[src/rtl/bp_fe_instr_sequencer.sv]
// Front-end instruction sequencer: splits aligned 32-bit fetch words into RISC-V
// 16/32-bit instructions, stitches word-straddling 32-bit instructions, and scans each one.

module bp_fe_instr_scan (
    input  logic [31:0] i_instr,
    output logic [25:0] o_scan
);

    logic        w_branch;
    logic        w_jal;
    logic        w_jalr;
    logic        w_call;
    logic        w_ret;
    logic [20:0] w_imm;

    // x1/x5 are the link registers for return-address-stack hints
    function automatic logic is_link(input logic [4:0] reg_idx);
        is_link = (reg_idx == 5'd1) || (reg_idx == 5'd5);
    endfunction

    // Control-flow decode of 32-bit and compressed encodings; imm is the signed pc-relative offset
    always_comb begin
        w_branch = 1'b0;
        w_jal    = 1'b0;
        w_jalr   = 1'b0;
        w_call   = 1'b0;
        w_ret    = 1'b0;
        w_imm    = 21'd0;
        if (i_instr[1:0] == 2'b11) begin
            case (i_instr[6:0])
                7'b1101111: begin
                    w_jal  = 1'b1;
                    w_call = is_link(i_instr[11:7]);
                    w_imm  = {i_instr[31], i_instr[19:12], i_instr[20], i_instr[30:21], 1'b0};
                end
                7'b1100111: begin
                    w_jalr = 1'b1;
                    w_call = is_link(i_instr[11:7]);
                    w_ret  = (i_instr[11:7] == 5'd0) && is_link(i_instr[19:15]);
                end
                7'b1100011: begin
                    w_branch = 1'b1;
                    w_imm    = {{8{i_instr[31]}}, i_instr[31], i_instr[7], i_instr[30:25],
                                i_instr[11:8], 1'b0};
                end
                default: begin
                    w_branch = 1'b0;
                end
            endcase
        end else begin
            case ({i_instr[15:13], i_instr[1:0]})
                5'b10101: begin
                    w_jal = 1'b1;
                    w_imm = {{9{i_instr[12]}}, i_instr[12], i_instr[8], i_instr[10:9], i_instr[6],
                             i_instr[7], i_instr[2], i_instr[11], i_instr[5:3], 1'b0};
                end
                5'b11001, 5'b11101: begin
                    w_branch = 1'b1;
                    w_imm    = {{12{i_instr[12]}}, i_instr[12], i_instr[6:5], i_instr[2],
                                i_instr[11:10], i_instr[4:3], 1'b0};
                end
                5'b10010: begin
                    // c.jr when bit 12 is clear, c.jalr (always links x1) when set
                    w_jalr = (i_instr[6:2] == 5'd0) && (i_instr[11:7] != 5'd0);
                    w_call = w_jalr && i_instr[12];
                    w_ret  = w_jalr && !i_instr[12] && is_link(i_instr[11:7]);
                end
                default: begin
                    w_branch = 1'b0;
                end
            endcase
        end
    end

    assign o_scan = {w_branch, w_jal, w_jalr, w_call, w_ret, w_imm};

endmodule

module bp_fe_instr_sequencer_chk (
    input logic clk_i,
    input logic reset_i,
    input logic fetch_v_i,
    input logic fetch_pc_lsb_i,
    input logic instr_v_i,
    input logic instr_yumi_i
);

    a_yumi_needs_valid: assert property (@(posedge clk_i) disable iff (!reset_i)
        instr_yumi_i |-> instr_v_i);

    a_fetch_pc_halfword: assert property (@(posedge clk_i) disable iff (!reset_i)
        fetch_v_i |-> !fetch_pc_lsb_i);

endmodule

module bp_fe_instr_sequencer #(
    parameter int vaddr_width_p  = 39,
    parameter int instr_width_gp = 32,
    localparam int instr_scan_width_lp = 26
) (
    input  logic                           clk_i,
    input  logic                           reset_i,
    input  logic                           flush_i,
    input  logic                           fetch_v_i,
    input  logic [vaddr_width_p-1:0]       fetch_pc_i,
    input  logic [31:0]                    fetch_data_i,
    output logic                           fetch_yumi_o,
    output logic                           instr_v_o,
    output logic [vaddr_width_p-1:0]       instr_pc_o,
    output logic [instr_width_gp-1:0]      instr_o,
    output logic                           compressed_o,
    output logic [instr_scan_width_lp-1:0] scan_o,
    input  logic                           instr_yumi_i
);

    logic                      r_half_v;
    logic [15:0]               r_half;
    logic [vaddr_width_p-1:0]  r_half_pc;
    logic                      r_offset;

    logic                      w_half_v_nxt;
    logic [15:0]               w_half_nxt;
    logic [vaddr_width_p-1:0]  w_half_pc_nxt;
    logic                      w_offset_nxt;

    logic                      w_v;
    logic                      w_fetch_yumi;
    logic [instr_width_gp-1:0] w_instr;
    logic [vaddr_width_p-1:0]  w_pc;
    logic                      w_compressed;

    logic                      w_pos_hi;
    logic                      w_low_c;
    logic                      w_up_c;
    logic [vaddr_width_p-1:0]  w_word_pc;
    logic [vaddr_width_p-1:0]  w_upper_pc;

    assign w_pos_hi   = r_offset | fetch_pc_i[1];
    assign w_low_c    = (fetch_data_i[1:0] != 2'b11);
    assign w_up_c     = (fetch_data_i[17:16] != 2'b11);
    assign w_word_pc  = {fetch_pc_i[vaddr_width_p-1:2], 2'b00};
    assign w_upper_pc = {fetch_pc_i[vaddr_width_p-1:2], 2'b10};

    // Presentation and next-state selection; outputs stay zero whenever nothing is presented
    always_comb begin
        w_v           = 1'b0;
        w_fetch_yumi  = 1'b0;
        w_instr       = {instr_width_gp{1'b0}};
        w_pc          = {vaddr_width_p{1'b0}};
        w_compressed  = 1'b0;
        w_half_v_nxt  = r_half_v;
        w_half_nxt    = r_half;
        w_half_pc_nxt = r_half_pc;
        w_offset_nxt  = r_offset;
        if (flush_i) begin
            w_half_v_nxt  = 1'b0;
            w_half_nxt    = 16'd0;
            w_half_pc_nxt = {vaddr_width_p{1'b0}};
            w_offset_nxt  = 1'b0;
        end else if (r_half_v) begin
            if (fetch_v_i) begin
                // Held upper part of a straddler completes with the low half of this word
                w_v     = 1'b1;
                w_instr = {fetch_data_i[15:0], r_half};
                w_pc    = r_half_pc;
                if (instr_yumi_i) begin
                    w_half_v_nxt = 1'b0;
                    w_offset_nxt = 1'b1;
                end else begin
                    w_half_v_nxt = r_half_v;
                end
            end else begin
                w_v = 1'b0;
            end
        end else if (fetch_v_i) begin
            if (!w_pos_hi) begin
                w_v  = 1'b1;
                w_pc = w_word_pc;
                if (w_low_c) begin
                    w_instr      = {16'd0, fetch_data_i[15:0]};
                    w_compressed = 1'b1;
                    w_offset_nxt = instr_yumi_i ? 1'b1 : r_offset;
                end else begin
                    w_instr      = fetch_data_i;
                    w_fetch_yumi = instr_yumi_i;
                end
            end else if (w_up_c) begin
                w_v          = 1'b1;
                w_pc         = w_upper_pc;
                w_instr      = {16'd0, fetch_data_i[31:16]};
                w_compressed = 1'b1;
                w_fetch_yumi = instr_yumi_i;
                w_offset_nxt = instr_yumi_i ? 1'b0 : r_offset;
            end else begin
                // Upper half starts a 32-bit instruction: capture it and release the word
                w_fetch_yumi  = 1'b1;
                w_half_v_nxt  = 1'b1;
                w_half_nxt    = fetch_data_i[31:16];
                w_half_pc_nxt = w_upper_pc;
                w_offset_nxt  = 1'b0;
            end
        end else begin
            w_v = 1'b0;
        end
    end

    // Held-half and word-offset state
    always_ff @(posedge clk_i or negedge reset_i) begin
        if (!reset_i) begin
            r_half_v  <= 1'b0;
            r_half    <= 16'd0;
            r_half_pc <= {vaddr_width_p{1'b0}};
            r_offset  <= 1'b0;
        end else begin
            r_half_v  <= w_half_v_nxt;
            r_half    <= w_half_nxt;
            r_half_pc <= w_half_pc_nxt;
            r_offset  <= w_offset_nxt;
        end
    end

    bp_fe_instr_scan u_scan (
        .i_instr (w_instr[31:0]),
        .o_scan  (scan_o)
    );

    bp_fe_instr_sequencer_chk u_chk (
        .clk_i          (clk_i),
        .reset_i        (reset_i),
        .fetch_v_i      (fetch_v_i),
        .fetch_pc_lsb_i (fetch_pc_i[0]),
        .instr_v_i      (instr_v_o),
        .instr_yumi_i   (instr_yumi_i)
    );

    assign instr_v_o    = w_v;
    assign fetch_yumi_o = w_fetch_yumi;
    assign instr_o      = w_instr;
    assign instr_pc_o   = w_pc;
    assign compressed_o = w_compressed;

endmodule
[config.mk]
export PLATFORM = sky130hd
export DESIGN_NAME = bp_fe_instr_sequencer
export DESIGN_NICKNAME = d
export VERILOG_FILES = /design/src/rtl/bp_fe_instr_sequencer.sv
export SDC_FILE = /design/constraint.sdc
export NUM_CORES = 1
export LEC_CHECK = 0
export CAP_MARGIN = 20
export CORE_MARGIN = 4
export CORE_UTILIZATION = 40
export CTS_BUF_LIST = sky130_fd_sc_hd__clkbuf_16
export DETAILED_ROUTE_END_ITERATION = 10
export PLACE_DENSITY = 0.89
export SETUP_SLACK_MARGIN = 0.2
export SYNTH_ARGS = -nofsm -noshare
export SYNTH_HDL_FRONTEND = slang
export SYNTH_SLANG_ARGS = --single-unit
export TNS_END_PERCENT = 20
[constraint.sdc]
create_clock -name clk_i -period 5.4 [get_ports clk_i]
set_clock_uncertainty 0.05 [all_clocks]
set_input_delay 1.62 -clock clk_i [delete_from_list [all_inputs] [get_ports clk_i]]
set_output_delay 1.62 -clock clk_i [all_outputs]
set_load 0.1 [all_outputs]
==> results.json <==
{
  "start_kind": "primary input",
  "postLayoutCellArea_um2": 7920,
  "grt_pass1_vias": 5192,
  "cts_root_buffer": "clkbuf_16",
  "setup_violations": 15,
  "hpwl_um": 13100,
  "row_count": 34,
  "grtUsageTotal_pct": 34.3,
  "fin_nets": 730,
  "synth_area_leader_cell": "dfrtp_1",
  "finalWirelength_um": 23000,
  "arrival_ns": 3.93,
  "yosys.area.top_type_share_pct": 38.0,
  "relSlewSlack_pct": 48.3,
  "yosysMostFrequentCell": "a22o_1",
  "synth-compound-area-share_pct": 38.6,
  "ys.warnings.count": 0,
  "synthXorXnorAreaFrac_pct": 0.237,
  "fmax_mhz": 179,
  "rsz0062_at_grt": "yes",
  "cp.required_ns": 3.73,
  "firstDrtPassIters": 5,
  "ys_seq_area_share_pct": 38.0,
  "p_per_area_nw_per_um2": 177,
  "antenna_found_initial": 0,
  "crit_fanout": 14,
  "yosysUniqueCellTypes": 51,
  "io_buffers": 172,
  "numCtsBuffers": 5,
  "peakVddDrop_uv": 192,
  "tritoncts": "yes",
  "grt-ovfl-total": 0,
  "yosys-top-cells-area": "dfrtp_1, a22o_1, o21ai_0, a22oi_1, nor2_1",
  "synthArstFlopShare_pct": 100,
  "stdcell_count": 761,
  "drc": 0,
  "tightestPinTransition_ns": 0.774,
  "yosys.area_share.simple_pct": 14.7,
  "synth_common_cells": "a22o_1, dfrtp_1, nor2_1",
  "clockBufferDepth": 2,
  "violations": "negative setup slack",
  "synthFlopType": "dfrtp_1",
  "wl_per_cell_um": 30.3,
  "drt_iter0_drc": 802,
  "synthAdderAreaFrac_pct": 0,
  "synth_area_um2": 3690,
  "dpl.cell_count": 730,
  "start_util_pct": 41.7,
  "synth_top_family_by_area": "compound AO/OA/AOI/OAI gates",
  "placed_area_um2": 7210,
  "min_period_ns": 5.60,
  "finalHoldViolCount": 0,
  "synth.area.mux_share_pct": 0,
  "grt_pass1_wl_um": 30000,
  "status": "finished, violations left",
  "via_per_inst": 7.05,
  "syn_inst": 397,
  "synth_edf_count": 0,
  "worstSetupPathType": "in2out",
  "hp-class": "reg2reg",
  "cts_max_level": 2,
  "ant_nets": 0,
  "cts.sinks": 56,
  "core_um2": 8850,
  "worst_hold_slack_ns": 0.453,
  "die_x_um": 104,
  "vias": 5365,
  "clk_pin_slew_ns": 0.07,
  "dieArea_um2": 10800,
  "place_ws_ns": -0.543,
  "final_core_util_pct": 89.5,
  "clock_latency_ns": 0.28,
  "syn_area_per_cell_um2": 9.30,
  "gp_congestion": 0.968,
  "grt_max_degree": 57,
  "final_layout_size_suffix_gt1_share_pct": 46.6,
  "diodes": 0,
  "area.growth.synth_to_final_pct": 114,
  "drv_cap": 0,
  "crit_path_end_kind": "output port",
  "timing.final.ws_setup_ns": -0.202,
  "die_h_um": 104,
  "synth.ff_latch_count": 56,
  "io_pins": 176,
  "period_share_pct": 104,
  "drv_slew": 0,
  "leakagePower_nw": 3.44
}
[metrics by stage]
| step | power [W] | setup TNS [ns] |
|---|---|---|
| finish | 0.00140 | -0.715 |
| global route | 0.00144 | -0.930 |
| CTS | 0.00135 | 0 |
| detailed placement | 0.000977 | -10.84 |
| global placement | 0.000959 | -7.74 |
| floorplan | 0.000724 | -25.25 |
[critical path, stage by stage]
cell,delay [ns]
buf_12,0.12
or2_4,0.27
buf_4,0.16
nor3_2,0.35
buf_6,0.25
a22oi_1,0.14
nor2_2,0.37
nand4_1,0.28
nand3_4,0.17
buf_12,0.18
[cell families after synthesis]
| family | count (synthesis) |
|---|---|
| xor+xnor | 1 |
| flops | 56 |
| simple gates | 104 |
| other cells | 1 |
| compound gates | 174 |
| buf+inv | 61 |
[registers in the layout, summed over array words and instances (netlist names)]
name,cells
r_half_pc,38
r_half_v,1
r_half,16
r_offset,1
[metal layers]
| layer | track usage, % | wire [um] | vias up |
|---|---|---|---|
| met1 | 40.1 | 7780 | 2485 |
| met3 | 10.1 | 3140 | 209 |
| met4 | 20.1 | 2110 | 0 |
| met5 | 0 | 0 | - |
| li1 | - | - | 2050 |
| met2 | 55.9 | 10000 | 621 |
[cell type report]
type / instances / area (um^2)
timing repair buffer: 291 / 3670
multi-input combinational: 283 / 2490
sequential: 56 / 1400
fill: 337 / 933
tap: 108 / 135
clock buffer: 5 / 125
inverter: 17 / 63.8
clock inverter: 1 / 30.0
[report_power, final]
group / internal (W) / total [W] / switching [W]
clock network: 0.000214 / 0.000357 / 0.000143
logic: 0.000237 / 0.000605 / 0.000368
registers: 0.000430 / 0.000442 / 0.0000116
[layout by cell type, fill, tap and decap left out, types with 4 or more instances in the layout]
cell and instances:
and3_1 5, a22oi_1 12, nand3_1 8, buf_4 107, clkbuf_16 7, o21ai_1 4
inv_1 17, a221oi_2 10, buf_6 10, o211ai_1 4, buf_12 100, nor3_2 5
clkdlybuf4s50_1 57, nor2_1 17, nor2_2 10, nand4_1 10, nand3_4 6, dfrtp_1 56
o21ai_4 7, dlygate4sd2_1 10, nand2_1 21, a22o_1 90, o21ai_0 13
[path summary, 6_finish.rpt]
path / start / end / slack, ns / depth (start not counted)
setup reg to reg: r_offset / r_half_pc[37] / 2.56 / 8
setup / recovery: fetch_pc_i[1] / scan_o[11] / -0.20 / 10
hold reg to reg: r_half_pc[6] / r_half_pc[6] / 0.45 / 1
max in group asynchronous: reset_i / r_half_pc[18] / 3.39 / 2
hold / removal: r_half_pc[6] / r_half_pc[6] / 0.45 / 1
min in group asynchronous: reset_i / r_half_pc[15] / 1.42 / 2
[repair_timing]
item                                    CTS  global route
pin swaps                                19            13
buffers inserted                         13             9
resized for setup                        87            30
cloned                                    2             1
endpoints found under the setup margin   86            25
hold buffers                              0             0
Power figures use the tool's default switching activity.
